[config.mk]
export PLATFORM = sky130hd
export DESIGN_NAME = pipe_hazard_ctrl
export DESIGN_NICKNAME = d
export VERILOG_FILES = /design/src/rtl/pipe_pkg.sv /design/src/rtl/fwd_unit.sv /design/src/rtl/pipe_hazard_ctrl.sv
export SDC_FILE = /design/constraint.sdc
export NUM_CORES = 1
export LEC_CHECK = 0
export ABC_AREA = 1
export BUFFER_PORTS_ARGS = -buffer_cell sky130_fd_sc_hd__buf_2
export CAP_MARGIN = 20
export CORE_MARGIN = 2
export CORE_UTILIZATION = 40
export DETAILED_ROUTE_END_ITERATION = 12
export PLACE_DENSITY = 0.67
export SLEW_MARGIN = 40
export SYNTH_ARGS = -nofsm -noshare
export SYNTH_HDL_FRONTEND = slang
export SYNTH_SLANG_ARGS = --single-unit
export TNS_END_PERCENT = 10
[constraint.sdc]
create_clock -name clk -period 1.6 [get_ports clk]
set_input_delay 0.24 -clock clk [delete_from_list [all_inputs] [get_ports clk]]
set_output_delay 0.24 -clock clk [all_outputs]
set_load 0.005 [all_outputs]
[src/rtl/pipe_pkg.sv]
// Shared definitions for the RV32I pipeline hazard controller.
//   state_e   : hazard FSM state encoding
//   FWD_*     : ALU operand forward-select codes
//   ctrl_t    : ID/EX control bundle; CTRL_NOP is the bubble value
//   fwd_sel() : one operand's forward select from EX/MEM and MEM/WB
package pipe_pkg;

  typedef enum logic [1:0] {
    ST_RUN      = 2'b00,
    ST_FLUSH    = 2'b01,
    ST_MEM_WAIT = 2'b10,
    ST_ERR      = 2'b11
  } state_e;

  localparam logic [1:0] FWD_RF  = 2'b00;
  localparam logic [1:0] FWD_WB  = 2'b01;
  localparam logic [1:0] FWD_MEM = 2'b10;

  typedef struct packed {
    logic       reg_write;
    logic       mem_read;
    logic       mem_write;
    logic       branch;
    logic       jump;
    logic       alu_src;
    logic [1:0] wb_sel;
    logic [3:0] alu_op;
  } ctrl_t;

  localparam ctrl_t CTRL_NOP = '0;

  // EX/MEM is the younger result, so it wins over MEM/WB; x0 never forwards.
  function automatic logic [1:0] fwd_sel(input logic [4:0] rs,
                                         input logic [4:0] mem_rd, input logic mem_we,
                                         input logic [4:0] wb_rd,  input logic wb_we);
    if (mem_we && mem_rd != 5'd0 && mem_rd == rs) return FWD_MEM;
    if (wb_we  && wb_rd  != 5'd0 && wb_rd  == rs) return FWD_WB;
    return FWD_RF;
  endfunction

endpackage

[src/rtl/fwd_unit.sv]
// EX-stage forwarding unit (purely combinational).
//   id_ex_rs1/rs2       : source registers of the instruction in EX
//   ex_mem_rd/reg_write : destination of the EX/MEM instruction
//   mem_wb_rd/reg_write : destination of the MEM/WB instruction
//   fwd_a/fwd_b         : operand selects (FWD_RF / FWD_WB / FWD_MEM)
module fwd_unit
  import pipe_pkg::*;
(
  input  logic [4:0] id_ex_rs1,
  input  logic [4:0] id_ex_rs2,
  input  logic [4:0] ex_mem_rd,
  input  logic       ex_mem_reg_write,
  input  logic [4:0] mem_wb_rd,
  input  logic       mem_wb_reg_write,
  output logic [1:0] fwd_a,
  output logic [1:0] fwd_b
);

  assign fwd_a = fwd_sel(id_ex_rs1, ex_mem_rd, ex_mem_reg_write, mem_wb_rd, mem_wb_reg_write);
  assign fwd_b = fwd_sel(id_ex_rs2, ex_mem_rd, ex_mem_reg_write, mem_wb_rd, mem_wb_reg_write);

endmodule

[src/rtl/pipe_hazard_ctrl.sv]
// Hazard and sequencing controller for the 5-stage RV32I pipeline.
//   Inputs : pipeline register fields (rs/rd/write/load/mem-access),
//            dmem_ready, branch_taken; clk with synchronous active-low reset.
//   Outputs: pc_stall, if_id_stall, id_ex_bubble, if_id_flush, freeze,
//            fwd_a/fwd_b, sticky mem_timeout_err, saturating stall_cycles.
module pipe_hazard_ctrl
  import pipe_pkg::*;
#(
  parameter int unsigned FLUSH_CYCLES = 1,
  parameter int unsigned MEM_TIMEOUT  = 64,
  parameter int unsigned CNT_W        = 32
) (
  input  logic             clk,
  input  logic             reset,
  input  logic [4:0]       if_id_rs1,
  input  logic [4:0]       if_id_rs2,
  input  logic [4:0]       id_ex_rs1,
  input  logic [4:0]       id_ex_rs2,
  input  logic [4:0]       id_ex_rd,
  input  logic             id_ex_mem_read,
  input  logic [4:0]       ex_mem_rd,
  input  logic             ex_mem_reg_write,
  input  logic             ex_mem_mem_access,
  input  logic [4:0]       mem_wb_rd,
  input  logic             mem_wb_reg_write,
  input  logic             dmem_ready,
  input  logic             branch_taken,
  output logic             pc_stall,
  output logic             if_id_stall,
  output logic             id_ex_bubble,
  output logic             if_id_flush,
  output logic             freeze,
  output logic [1:0]       fwd_a,
  output logic [1:0]       fwd_b,
  output logic             mem_timeout_err,
  output logic [CNT_W-1:0] stall_cycles
);

  // Counters only need to hold FLUSH_CYCLES-1 and MEM_TIMEOUT-1.
  localparam int unsigned FC_W = (FLUSH_CYCLES > 1) ? $clog2(FLUSH_CYCLES) : 1;
  localparam int unsigned WC_W = $clog2(MEM_TIMEOUT);
  localparam logic [FC_W-1:0] FLUSH_LOAD = FC_W'(FLUSH_CYCLES - 1);
  localparam logic [WC_W-1:0] WAIT_LAST  = WC_W'(MEM_TIMEOUT - 1);

  state_e            state_q, state_d;
  state_e            ret_q, ret_d;
  logic [FC_W-1:0]   flush_cnt_q, flush_cnt_d;
  logic [WC_W-1:0]   wait_cnt_q, wait_cnt_d;
  logic              err_q, err_d;
  logic [CNT_W-1:0]  stall_q, stall_d;

  logic              lu, mw, in_flush;
  state_e            run_st;
  logic [1:0]        fwd_a_raw, fwd_b_raw;

  fwd_unit u_fwd (
    .id_ex_rs1        (id_ex_rs1),
    .id_ex_rs2        (id_ex_rs2),
    .ex_mem_rd        (ex_mem_rd),
    .ex_mem_reg_write (ex_mem_reg_write),
    .mem_wb_rd        (mem_wb_rd),
    .mem_wb_reg_write (mem_wb_reg_write),
    .fwd_a            (fwd_a_raw),
    .fwd_b            (fwd_b_raw)
  );

  assign fwd_a           = reset ? fwd_a_raw : FWD_RF;
  assign fwd_b           = reset ? fwd_b_raw : FWD_RF;
  assign mem_timeout_err = err_q;
  assign stall_cycles    = stall_q;

  always_comb begin
    lu = id_ex_mem_read && (id_ex_rd != 5'd0) &&
         ((id_ex_rd == if_id_rs1) || (id_ex_rd == if_id_rs2));
    mw = ex_mem_mem_access && !dmem_ready;
    // Once the memory wait ends, MEM_WAIT behaves exactly like the state it interrupted.
    run_st   = (state_q == ST_MEM_WAIT) ? ret_q : state_q;
    in_flush = (run_st == ST_FLUSH);

    pc_stall     = 1'b0;
    if_id_stall  = 1'b0;
    id_ex_bubble = 1'b0;
    if_id_flush  = 1'b0;
    freeze       = 1'b0;
    if (reset) begin
      if (state_q == ST_ERR || mw) begin
        freeze      = 1'b1;
        pc_stall    = 1'b1;
        if_id_stall = 1'b1;
      end else if (branch_taken || in_flush) begin
        // Squashing the dependent instruction makes any load-use stall moot.
        if_id_flush  = 1'b1;
        id_ex_bubble = branch_taken;
      end else if (lu) begin
        pc_stall     = 1'b1;
        if_id_stall  = 1'b1;
        id_ex_bubble = 1'b1;
      end
    end

    state_d     = state_q;
    ret_d       = ret_q;
    flush_cnt_d = flush_cnt_q;
    wait_cnt_d  = wait_cnt_q;
    err_d       = err_q;
    stall_d     = (pc_stall && stall_q != '1) ? stall_q + 1'b1 : stall_q;

    if (state_q == ST_ERR) begin
      // sticky until reset
    end else if (mw) begin
      if (state_q == ST_MEM_WAIT) begin
        if (wait_cnt_q == WAIT_LAST) begin
          state_d = ST_ERR;
          err_d   = 1'b1;
        end else begin
          wait_cnt_d = wait_cnt_q + 1'b1;
        end
      end else begin
        state_d    = ST_MEM_WAIT;
        ret_d      = state_q;
        wait_cnt_d = WC_W'(1);
      end
    end else begin
      wait_cnt_d = '0;
      state_d    = run_st;
      if (branch_taken) begin
        if (FLUSH_CYCLES > 1) begin
          state_d     = ST_FLUSH;
          flush_cnt_d = FLUSH_LOAD;
        end
      end else if (in_flush) begin
        if (flush_cnt_q == FC_W'(1)) begin
          state_d     = ST_RUN;
          flush_cnt_d = '0;
        end else begin
          flush_cnt_d = flush_cnt_q - 1'b1;
        end
      end
    end
  end

  always_ff @(posedge clk) begin
    if (!reset) begin
      state_q     <= ST_RUN;
      ret_q       <= ST_RUN;
      flush_cnt_q <= '0;
      wait_cnt_q  <= '0;
      err_q       <= 1'b0;
      stall_q     <= '0;
    end else begin
      state_q     <= state_d;
      ret_q       <= ret_d;
      flush_cnt_q <= flush_cnt_d;
      wait_cnt_q  <= wait_cnt_d;
      err_q       <= err_d;
      stall_q     <= stall_d;
    end
  end

endmodule

Word-level counts from Yosys, hierarchy flattened
Cells that the tools add are included.
{"block": "totals", "ff_bits": 44, "latchBits": 0, "ram_bits": 0, "mem_bits_ro": 0, "elab_cells": 86, "memories": 0}
{"block": "classes", "addsub": 3, "multipliers": 0, "div": 0, "order_cmp": 0, "n_eq_ne": 13, "shift": 0, "muxes": 39, "n_bitwise": 3, "n_reduce_logical": 22}
{"operator": "two-way mux 2 bit", "n": 17}
{"operator": "adder 32 x 1 -> 32 bit (second input constant)", "n": 1}
{"operator": "inequality test 32 bit (second input constant)", "n": 1}
{"operator": "== test 5 bit", "n": 6}
{"operator": "two-way mux 1 bit", "n": 19}
{"operator": "two-way mux 6 bit", "n": 3}
{"operator": "nonzero test 5 bit", "n": 3}
{"operator": "logical AND 1 bit", "n": 10}
{"operator": "AND reduction 4 bit", "n": 2}
{"operator": "adder 6 x 1 -> 6 bit (second input constant)", "n": 1}
{"operator": "== test 6 bit (second input constant)", "n": 1}
{"operator": "AND reduction 2 bit", "n": 3}
{"operator": "== test 2 bit (second input constant)", "n": 2}
{"operator": "logical OR 1 bit", "n": 3}
{"operator": "inequality test 3 x 2 -> 1 bit (second input constant)", "n": 1}
{"operator": "inequality test 3 bit (second input constant)", "n": 1}
{"operator": "inverter 1 bit", "n": 3}
{"operator": "== test 2 x 1 -> 1 bit (second input constant)", "n": 1}
{"operator": "logical NOT 1 bit", "n": 1}
{"operator": "subtractor 1 bit (second input constant)", "n": 1}

Depth between registers and ports, before layout
Gate-level depths: netlist of run 1.
{"block": "depth", "word_depth": 8, "ltp_mapped": 13, "mapped_depth_nobuf": 12}

Hierarchy
Synthesis of run 1 repeated with hierarchy kept, for this count alone.
{"block": "hier_totals", "cells_unflattened": 555, "hier_area_um2": 3228.1}
{"module": "pipe_hazard_ctrl", "instances": 1, "cells_per_inst": 476, "area_each_um2": 2864.0, "seq_area_each_um2": 880.8}
{"module": "fwd_unit", "instances": 1, "cells_per_inst": 79, "area_each_um2": 364.1, "seq_area_each_um2": 0.0}

Least setup slack after synthesis of run 1
Ideal clock, no wire load.
{"block": "synth_timing", "kind": "register to register", "start": "register stall_q[0], in the netlist stall_cycles[0]", "end": "register stall_q[30], in the netlist stall_cycles[30]", "setup_time_ps": 128, "arrival_ps": 1441, "required_ps": 1472, "slack_ps": 31, "path_stages_with_launch": 11, "synth_period_minus_slack_ps": 1569, "cell_sequence": "dfxtp_1 > ha_1 > nand2_1 > nor2_2 > nand3b_1 > nor2_1 > nand2_1 > nor3_2 > nand3_1 > nand2_1 > nor2_1"}
{"block": "synth_between", "elab_chain_cells": 2, "word_cells_on_any_way": 3, "classes_between": "add/sub: 1; eq/ne: 1; reduce/logical: 1"}
{"element": "from (decl)", "line_no": "pipe_hazard_ctrl.sv:50", "text": "logic [CNT_W-1:0] stall_q, stall_d;"}
{"element": "from (signal assigned)", "line_no": "pipe_hazard_ctrl.sv:156", "text": "stall_q <= stall_d;"}
{"element": "branches (longest 2 deep; another with adder 32 x 1 -> 32 bit)"}
Several ways; the timed one is not identified.
A chain may end at the register's enable or synchronous reset.

Worst setup path in the final report of run 1
{"block": "layout_timing", "start": "register state_q[0]", "end": "output pc_stall"}
{"block": "layout_between", "elab_chain_cells": 7, "word_cells_on_any_way": 9, "classes_between": "eq/ne: 3; mux: 4; reduce/logical: 2"}
{"element": "from (decl)", "line_no": "pipe_hazard_ctrl.sv:45", "text": "state_e state_q, state_d;"}
{"element": "from (signal assigned)", "line_no": "pipe_hazard_ctrl.sv:151", "text": "state_q <= state_d;"}
{"element": "== test 2 bit", "line_no": "pipe_hazard_ctrl.sv:77", "text": "run_st = (state_q == ST_MEM_WAIT) ? ret_q : state_q;"}
{"element": "two-way mux 2 bit"}
{"element": "== test 2 x 1 -> 1 bit", "line_no": "pipe_hazard_ctrl.sv:78", "text": "in_flush = (run_st == ST_FLUSH);"}
{"element": "logical OR 1 bit", "line_no": "pipe_hazard_ctrl.sv:90", "text": "end else if (branch_taken || in_flush) begin"}
{"element": "two-way mux 1 bit", "line_no": "pipe_hazard_ctrl.sv:90"}
{"element": "two-way mux 1 bit *", "line_no": "pipe_hazard_ctrl.sv:86", "text": "if (state_q == ST_ERR || mw) begin"}
{"element": "two-way mux 1 bit *", "line_no": "pipe_hazard_ctrl.sv:85", "text": "if (reset) begin"}
{"element": "to (decl)", "line_no": "pipe_hazard_ctrl.sv:28", "text": "output logic pc_stall,"}
Every way passes the cells marked *; elsewhere a longest branch is shown, timed or not.

==> impl_metrics.csv, run 1 <==
group,metric,value,unit
run_status,run_status,"complete, but fails checks",
run_status,failed_checks,"setup timing",
global_routing,grt_overflow,0,
power_and_ir_drop,p_per_area,544,nW/um^2
placement,post-dp-hpwl,6.67,mm
floorplanning,die-area,8680,sq um
global_routing,first_pass_grt_wire_length,14.5,mm
synthesis,synth_flop_cell,"dfxtp_1",
power_and_ir_drop,static-leakage-power,2.24,nW
setup_path,timing.critical_path.to,"pc_stall",
setup_path,required,1360,ps
route,dr_total_vias,3751,
clock_network,cts_num_sinks,44,
synthesis,synth.mux.area_fraction,0,%
route,routed_via_density,4.88,
timing,grt_setup_unrepaired,"true",
synthesis,synth_area_leaders,"dfxtp_1 (28%), nand2_1 (17%), nor2_1 (9.4%)",
timing,final_period_minus_worst_setup_slack,1700,ps
synthesis,synth_largest_area_cell,"dfxtp_1",
clock_network,worst_setup_hold_path_clk_slew,90,ps
synthesis,synth.ff_latch_count,44,
setup_path,reg2reg_slack,-40,ps
synthesis,synth_xor_area_share,4.68,%
floorplanning,pin_count,85,
floorplanning,die_height,93.2,um
layout,utilization,58.3,%
clock_network,post_cts_hold_buffer_count,0,
timing,final-max-slew-violation-count,0,
timing,final.setup_skew,10.3,ps
timing,timing.max_slew.rel_slack,66.7,%
synthesis,avgSynthCellArea,5.94,sq um
synthesis,synth_top_family_by_area,"simple AND/OR/NAND/NOR gates",
synthesis,distinct_cells_synth,37,
placement,gp_congestion,0.901,
synthesis,synth.top_cell.area_share,27.7,%
power_and_ir_drop,switchingPower,0.000622,W
synthesis,netlist_area,3180,sq um
synthesis,seq_area_frac_synth,27.7,%
timing,finalCritPeriodShare,106,%
timing,finalHoldViolCount,0,
clock_network,clock_tree.root_cell,"clkbuf_8",
global_routing,grt_util_all_layers,20.2,%
clock_network,clock_buffer_count_from_cts,5,
layout,final_cell_mix,"nand2_1 (128), buf_2 (82), inv_1 (74)",
flow_run,maxCapViolations,0,
route,ant_nets,0,
timing,final.setup.worst_slack,-95.2,ps
power_and_ir_drop,report.power.total,0.00245,W
route,drtPass1Iterations,4,
clock_network,clockBufferDepth,2,
setup_path,worst-endpoint-arrival,1460,ps
timing,setup-violations-final,6,
floorplanning,start_util,41.2,%
layout,num-nets-final,710,
synthesis,postSynthNetCount,581,
setup_path,r2r-start,"stall_cycles[0]",
setup_path,r2r.worst_path.cells,12,
power_and_ir_drop,switching_share_of_power,25.4,%
synthesis,yosys_warnings,0,
clock_network,cts.htree.levels,2,
power_and_ir_drop,pwr-share-clk,39.0,%
global_routing,grt_max_degree,18,
layout,antenna_cells,0,
synthesis,compound_cell_area_share_of_the_yosys_netlist,7.39,%
synthesis,synthCells,536,
setup_path,cp-start-kind,"flop",
hold_path,hp-class,"in2reg",
timing,fmax,590,MHz
power_and_ir_drop,p_comb_share,15.8,%
setup_path,endpoint_kind,"output port",
synthesis,post_synth_edffs,0,
layout,drive_gt1_share,36.8,%
layout,most_common_cell_after_layout_fill_and_taps_aside,"nand2_1",
timing,worst_pin_slew,495,ps
power_and_ir_drop,internal-power,0.00183,W
timing,fin_tns_setup,-339,ps
floorplanning,core_area,7730,sq um
route,routed_wire_length_per_instance,11.8,um
synthesis,post_synth_and_or_nand_nor_area_fraction,46.1,%
power_and_ir_drop,vdd.ir_drop.worst,0.000334,V
floorplanning,floorplan.die.width,93.2,um
route,drcViolationCount,0,
placement,numPortBuffers,84,
setup_path,critPathKind,"reg2out",
setup_path,timing.critical_path.from,"state_q[0]",
route,postRouteWirelength,9.09,mm
synthesis,async_flop_share,0,%
clock_network,cts_tree,"yes",
synthesis,area_share_of_fa_ha_maj_cells_after_synthesis,0.786,%
setup_path,timing.critical_path.fanout_max,6,
route,drt_iter0_markers,185,
clock_network,worst_skew_pair.late_latency,300,ps
layout,syn_to_final_growth,41.6,%
floorplanning,core.rowCount,32,
setup_path,worst_r2r_endpoint,"stall_cycles[18]",
global_routing,grt_antenna_before_repair,0,
power_and_ir_drop,sequentialPowerShare,45.2,%
global_routing,grt_pass1_vias,3412,
## routing by layer
metal  share of wire (%)  up-vias  track usage, %
li1                    -     1935               -
met2                  50      104            36.4
met3                 5.2       16            2.90
met5                   0        -               0
met1                  44     1696            24.7
met4                 1.7        0            6.50
## timing repair
item,CTS,global route
pin swaps,1,20
setup endpoints to repair,20,41
gates resized for setup,10,79
cloned,0,1
setup buffers,1,6
## sequential cells by signal, indices dropped and copies added (netlist names)
register	cells
mem_timeout_err	1
wait_cnt_q	6
flush_cnt_q	1
ret_q	2
state_q	2
stall_cycles	32
## cells by family (layout without fill, tap and decap cells)
group                      Yosys count  count (layout)
DFF                                 44              44
buffers and inverters              106             236
AOI/OAI and AO/OA                   40              40
and+or+nand+nor                    327             327
adders and majority gates            2               2
xor gates and xnor gates            17              17
## worst min path at each step
| stage | start | cells past startpoint | end | slack [ps] |
|---|---|---|---|---|
| global route | reset | 3 | ret_q[1] | 270 |
| detailed placement | mem_timeout_err | 2 | mem_timeout_err | 440 |
| floorplan | branch_taken | 2 | flush_cnt_q | 420 |
| finish | branch_taken | 3 | flush_cnt_q | 250 |
| global placement | mem_timeout_err | 2 | mem_timeout_err | 430 |
| CTS | reset | 3 | ret_q[1] | 240 |
## cells in the mapped netlist (4+ instances only)
cell type  number
buf_2           4
nor2_1         80
a21oi_1        22
nand4_1        19
nand3_1        47
nand2_1       141
nand2_2         5
inv_2          19
o21ai_0         8
xor2_1         10
inv_1          75
xnor2_1         7
nor3_1          8
dfxtp_1        44
nor2_2         12
## through the flow
step | hold slack (ps) | setup slack, ps | cells | cell area, sq um
finish | 252 | -95.2 | 768 | 4500
global route | 266 | -185 | 768 | 4500
floorplan | 416 | 31.2 | 536 | 3180
detailed placement | 441 | -90.2 | 752 | 4010
global placement | 434 | -67.5 | 752 | 4010
CTS | 241 | -94.6 | 761 | 4170
## critical path, cell delays in order (launching register included)
cell	delay, ps
dfxtp_4	370
o21bai_4	170
nand2_2	70
nand2_2	60
nor2_4	100
nand3_2	80
nand2_2	90
buf_12	120
buf_6	90
## area by class of cell
class / instances / area (sq um)
Fill cell: 742 / 3220
Tap cell: 102 / 128
Clock buffer: 7 / 96.3
Clock inverter: 1 / 30.0
Inverter: 94 / 355
Timing Repair Buffer: 134 / 891
Sequential cell: 44 / 921
Multi-Input combinational cell: 386 / 2080
## power by group through the flow
stage	logic, W	clock network (W)	registers, W
2_1_floorplan	0.000183	0	0.00114
3_3_place_gp	0.000336	0	0.00113
3_5_place_dp	0.000346	0	0.00114
4_1_cts	0.000353	0.000973	0.00111
5_1_grt	0.000429	0.00101	0.00111
6_report	0.000387	0.000956	0.00111
No activity file was read; power rests on OpenSTA's default activity.
==> run 2: changes to the inputs <==
--- a/config.mk
+++ b/config.mk
@@ -9,9 +9,10 @@
 export BUFFER_PORTS_ARGS = -buffer_cell sky130_fd_sc_hd__buf_2
 export CAP_MARGIN = 20
 export CORE_MARGIN = 2
-export CORE_UTILIZATION = 40
+export CORE_UTILIZATION = 48
 export DETAILED_ROUTE_END_ITERATION = 12
-export PLACE_DENSITY = 0.67
+export PLACE_DENSITY = 0.78
+export RECOVER_POWER = 25
 export SLEW_MARGIN = 40
 export SYNTH_ARGS = -nofsm -noshare
 export SYNTH_HDL_FRONTEND = slang
==> constraint.sdc (replaced) <==
create_clock -name clk -period 1.6 [get_ports clk]
set_input_delay 0 -clock clk [delete_from_list [all_inputs] [get_ports clk]]
set_output_delay 0 -clock clk [all_outputs]
set_load 0.005 [all_outputs]
==> run 2 against run 1 <==
  * The flow still finishes with violations (setup timing)
  * Cell count down 5.5%
  * Utilization up 5.8 points
  * Combinational power down 16%
  * Clock power down 22%
  * Global-route usage up 2.7 points
  * Total power down 11%
  * Count of clock-buffer cells in the layout unchanged
  * Hold slack worse by 240 ps
  * Non-clock buffer count down 17
  * Sequential cell count unchanged
  * Final area down 9.2%
  * Critical endpoint is now stall_cycles[30]
==> impl_metrics.csv, run 2 (synthesis results as in run 1) <==
group,metric,value,unit
floorplanning,pin_count,85,
placement,numPortBuffers,84,
power_and_ir_drop,pwr-share-clk,34.2,%
global_routing,grt_antenna_before_repair,0,
layout,largest_register_ff_count,32,
floorplanning,start_util,49.8,%
setup_path,required,1840,ps
layout,most_common_cell_after_layout_fill_and_taps_aside,"nand2_1",
clock_network,cts_num_sinks,44,
run_status,failed_checks,"setup timing",
clock_network,clock_buffer_count_from_cts,5,
timing,fmax,605,MHz
layout,instances_no_fill,726,
timing,final.setup_skew,9.03,ps
floorplanning,core_area,6390,sq um
floorplanning,floorplan.die.width,85.4,um
setup_path,endpoint_kind,"flop",
power_and_ir_drop,vdd.ir_drop.worst,0.000366,V
clock_network,post_cts_hold_buffer_count,0,
flow_run,maxCapViolations,0,
timing,timing.max_slew.rel_slack,67.4,%
timing,finalHoldViolCount,0,
route,postRouteWirelength,8.17,mm
global_routing,grt_pass1_vias,3406,
timing,worst_pin_slew,484,ps
floorplanning,die-area,7300,sq um
timing,final_period_minus_worst_setup_slack,1650,ps
placement,dp_cells,716,
setup_path,timing.critical_path.fanout_max,3,
power_and_ir_drop,p_comb_share,14.9,%
power_and_ir_drop,static-leakage-power,2.04,nW
route,drt_iter0_markers,204,
power_and_ir_drop,switching_share_of_power,27.0,%
floorplanning,core.rowCount,29,
layout,syn_to_final_growth,28.6,%
placement,placement.cell_area,3870,sq um
clock_network,worst_skew_pair.late_latency,300,ps
placement,post-dp-hpwl,6.33,mm
power_and_ir_drop,internal-power,0.00160,W
timing,grt_setup_unrepaired,"true",
timing,final-max-slew-violation-count,0,
global_routing,grt_overflow,0,
timing,finalCritPeriodShare,103,%
setup_path,cp-start-kind,"flop",
route,dr_total_vias,3644,
layout,stdcell_area,4090,sq um
layout,utilization,64.1,%
layout,antenna_cells,0,
route,ant_nets,0,
route,routed_via_density,5.02,
clock_network,worst_setup_hold_path_clk_slew,80,ps
floorplanning,die_height,85.4,um
power_and_ir_drop,report.power.total,0.00219,W
clock_network,clock_tree.root_cell,"clkbuf_8",
placement,gp_congestion,0.834,
setup_path,critPathKind,"reg2reg",
timing,whs,11.7,ps
hold_path,hp-class,"in2reg",
layout,drive_gt1_share,30.2,%
route,drtPass1Iterations,4,
timing,final.setup.worst_slack,-52.5,ps
route,routed_wire_length_per_instance,11.3,um
power_and_ir_drop,p_per_area,534,nW/um^2
power_and_ir_drop,switchingPower,0.000590,W
clock_network,cts_tree,"yes",
route,drcViolationCount,0,
layout,fillerInstances,585,
setup_path,worst-endpoint-arrival,1890,ps
global_routing,first_pass_grt_wire_length,14.0,mm
timing,setup-violations-final,2,
global_routing,grt_max_degree,44,
clock_network,clockBufferDepth,2,
layout,num-nets-final,693,
run_status,run_status,"complete, but fails checks",
global_routing,grt_util_all_layers,22.9,%
power_and_ir_drop,sequentialPowerShare,50.9,%
clock_network,cts.htree.levels,2,
layout,final_cell_mix,"nand2_1 (138), buf_2 (84), inv_1 (75)",
==> run 2: final cells by class <==
type	count	area, sq um	area share [%]
clock buffer	7	86.3	2.11
timing repair buffer	117	681	16.6
sequential	44	900	22.0
clock inverter	1	7.51	0.183
tap	77	96.3	2.35
inverter	94	353	8.62
multi-input combinational	386	1970	48.1
==> run 2: power by group through the flow <==
stage	registers (W)	logic, W	clock network (W)
floorplan	0.00114	0.000183	0
global placement	0.00114	0.000304	0
detailed placement	0.00114	0.000315	0
CTS	0.00111	0.000318	0.000755
global route	0.00112	0.000367	0.000832
finish	0.00111	0.000325	0.000748
==> run 2: worst max-delay path, cell delays in order, from the launching register on <==
cell      delay (ps)
dfxtp_4          370
ha_4             140
nand2_2           70
nor2_4           130
nand3b_1         160
nor2_2           180
nand2_1           80
nor3_2           210
nand2_1           70
nand2_1           60
nand2_1           50
nor2_1            90
==> run 2: final timing paths <==
check                       start          endpoint  slack [ps]  depth (start not counted)
hold reg to reg          ret_q[1]          ret_q[1]         460                          2
setup reg to reg  stall_cycles[1]  stall_cycles[30]         -50                         11
setup / recovery  stall_cycles[1]  stall_cycles[30]         -50                         11
hold / removal              reset          ret_q[1]          10                          3
==> run 2: metrics by stage <==
| stage | setup TNS [ps] | setup WS (ps) |
|---|---|---|
| floorplan | 0 | 31.2 |
| global placement | -109 | -44.6 |
| detailed placement | -735 | -107 |
| CTS | -115 | -24.3 |
| global route | -3720 | -198 |
| finish | -56.4 | -52.5 |
==> run 2: routing by layer <==
layer | vias to the layer above | wire [um] | track usage [%]
li1 | 1909 | - | -
met1 | 1635 | 3550 | 27.5
met2 | 92 | 4110 | 42.1
met3 | 8 | 430 | 3.89
met4 | 0 | 82 | 5.63
met5 | - | 0 | 0
==> run 2: repair_timing <==
action,4_1_cts,5_1_grt
pin swaps,1,12
gates resized for setup,9,30
buffers inserted,1,1
gates cloned,0,0
endpoints found under the setup margin,27,39
==> run 3: changes to the inputs <==
--- a/config.mk
+++ b/config.mk
@@ -9,9 +9,10 @@
 export BUFFER_PORTS_ARGS = -buffer_cell sky130_fd_sc_hd__buf_2
 export CAP_MARGIN = 20
 export CORE_MARGIN = 2
-export CORE_UTILIZATION = 48
+export CORE_UTILIZATION = 50
+export CTS_BUF_LIST = sky130_fd_sc_hd__clkbuf_4
 export DETAILED_ROUTE_END_ITERATION = 12
-export PLACE_DENSITY = 0.78
+export PLACE_DENSITY = 0.8
 export RECOVER_POWER = 25
 export SLEW_MARGIN = 40
 export SYNTH_ARGS = -nofsm -noshare
==> run 3 against run 2 <==
  * The run still ends with setup timing left
  * Sequential power hardly changed
  * First-iteration DRC count down 9.3%
  * Clock power rose by 15%
  * Largest cell class unchanged
  * Highest routed layer unchanged
==> impl_metrics.csv, run 3 (synthesis results as in run 1) <==
group,metric,value,unit
placement,dp_cells,716,
global_routing,first_pass_grt_wire_length,14.2,mm
power_and_ir_drop,p_per_area,556,nW/um^2
route,routed_via_density,5.22,
floorplanning,floorplan.die.width,83.8,um
timing,final-max-slew-violation-count,0,
power_and_ir_drop,static-leakage-power,2.10,nW
flow_run,maxCapViolations,0,
power_and_ir_drop,switching_share_of_power,25.3,%
route,dr_total_vias,3818,
timing,worst_pin_slew,531,ps
timing,finalHoldViolCount,0,
floorplanning,core.rowCount,29,
run_status,run_status,"complete, but fails checks",
floorplanning,core_area,6240,sq um
placement,post-dp-hpwl,6.31,mm
setup_path,required,1880,ps
clock_network,clock_tree.root_cell,"clkbuf_4",
hold_path,hp-class,"in2reg",
layout,fillerInstances,556,
timing,final_period_minus_worst_setup_slack,1670,ps
power_and_ir_drop,pwr-share-clk,37.1,%
setup_path,endpoint_kind,"flop",
global_routing,grt_antenna_before_repair,0,
route,drt_iter0_markers,185,
timing,whs,75.3,ps
power_and_ir_drop,internal-power,0.00173,W
route,routed_wire_length_per_instance,12.2,um
global_routing,grt_max_degree,44,
placement,gp_congestion,0.823,
setup_path,cp-start-kind,"flop",
global_routing,grt_util_all_layers,23.9,%
setup_path,timing.critical_path.slowest_cell_delay,430,ps
timing,fmax,597,MHz
power_and_ir_drop,switchingPower,0.000589,W
placement,place_ws,-110,ps
route,ant_nets,0,
route,postRouteWirelength,8.90,mm
clock_network,worst_skew_pair.late_latency,380,ps
floorplanning,pin_count,85,
clock_network,clock_buffer_count_from_cts,5,
setup_path,critPathKind,"reg2reg",
layout,final_cell_mix,"nand2_1 (134), buf_2 (83), inv_1 (74)",
layout,antenna_cells,0,
power_and_ir_drop,sequentialPowerShare,48.0,%
floorplanning,die_height,83.8,um
clock_network,cts_tree,"yes",
route,drcViolationCount,0,
clock_network,worst_setup_hold_path_clk_slew,150,ps
run_status,failed_checks,"setup timing",
layout,largest_register_ff_count,32,
clock_network,cts.htree.levels,2,
layout,instances_no_fill,732,
clock_network,clockBufferDepth,2,
timing,grt_setup_unrepaired,"true",
global_routing,grt_overflow,0,
placement,placement.cell_area,3860,sq um
layout,most_common_cell_after_layout_fill_and_taps_aside,"nand2_1",
setup_path,timing.critical_path.fanout_max,12,
floorplanning,start_util,51.0,%
route,drtPass1Iterations,5,
setup_path,path_cells,"nand2_1 > nor2_4 > nand2_4 > nor2_4 > nand3_4 > buf_6 > nand3_1 > nand2_1 > inv_1 > nor2_1",
setup_path,worst-endpoint-arrival,1950,ps
placement,numPortBuffers,84,
timing,final.setup_skew,20.2,ps
timing,setup-violations-final,11,
floorplanning,die-area,7020,sq um
power_and_ir_drop,report.power.total,0.00232,W
timing,finalCritPeriodShare,105,%
layout,drive_gt1_share,30.8,%
timing,final.setup.worst_slack,-74.2,ps
setup_path,crit_slowest_cell,"dfxtp_1",
timing,timing.max_slew.rel_slack,64.2,%
clock_network,cts_num_sinks,44,
power_and_ir_drop,p_comb_share,14.9,%
layout,num-nets-final,700,
layout,stdcell_area,4180,sq um
global_routing,grt_pass1_vias,3398,
layout,syn_to_final_growth,31.4,%
power_and_ir_drop,vdd.ir_drop.worst,0.000473,V
==> run 3: changes by cell type in the layout (fill, tap and decap cells not counted), sizes merged <==
cell,delta
buf,+2
bufinv,+2
dlygate4sd3,+4
clkbuf,-1
clkinvlp,-1
==> run 3: repair_timing <==
| action | in CTS | in global routing |
|---|---|---|
| pin swaps | 2 | 7 |
| hold buffers | 4 | 0 |
| setup buffers | 4 | 1 |
| endpoints found under the hold margin | 2 | 0 |
| cloned | 0 | 0 |
| endpoints found under the setup margin | 30 | 40 |
| resized for setup | 19 | 35 |
==> run 3: worst max-delay path, delay by kind of cell, from the launching register on <==
kind	cells	cell delay, ps
AND/OR/NAND/NOR	8	900
flip-flops	1	430
buffers and inverters	2	240
==> run 3: per-layer routing <==
metal / wire length [um] / track usage [%]
met5: 0 / 0
met4: 208 / 7.18
met3: 496 / 4.15
met2: 4620 / 44.4
met1: 3580 / 27.7
==> run 3: area by class of cell <==
type / instances / area (sq um) / area share, %
clock inverter: 2 / 60.1 / 1.44
timing repair buffer: 124 / 741 / 17.7
tap: 77 / 96.3 / 2.30
clock buffer: 5 / 37.5 / 0.898
sequential: 44 / 896 / 21.4
inverter: 94 / 353 / 8.44
multi-input combinational: 386 / 2000 / 47.8
==> run 3: power groups by stage <==
stage	Clock, W	Combinational (W)	Sequential, W
2_1_floorplan	0	0.000183	0.00114
6_report	0.000863	0.000345	0.00112
3_5_place_dp	0	0.000315	0.00114
3_3_place_gp	0	0.000303	0.00114
4_1_cts	0.000866	0.000333	0.00111
5_1_grt	0.000908	0.000382	0.00112
==> run 3: worst paths after layout <==
path,slack [ps],end,cells after the start,from
hold / removal,80,stall_cycles[16],4,reset
setup / recovery,-70,stall_cycles[2],10,stall_cycles[13]
setup reg to reg,-70,stall_cycles[2],10,stall_cycles[13]
hold reg to reg,460,mem_timeout_err,2,mem_timeout_err
==> run 3: per-stage QoR <==
step	setup TNS, ps	util, %
4_1_cts	-68.4	65.5
3_3_place_gp	-21.2	61.8
2_1_floorplan	0	-
3_5_place_dp	-994	61.8
5_1_grt	-4390	67.0
6_report	-394	67.0
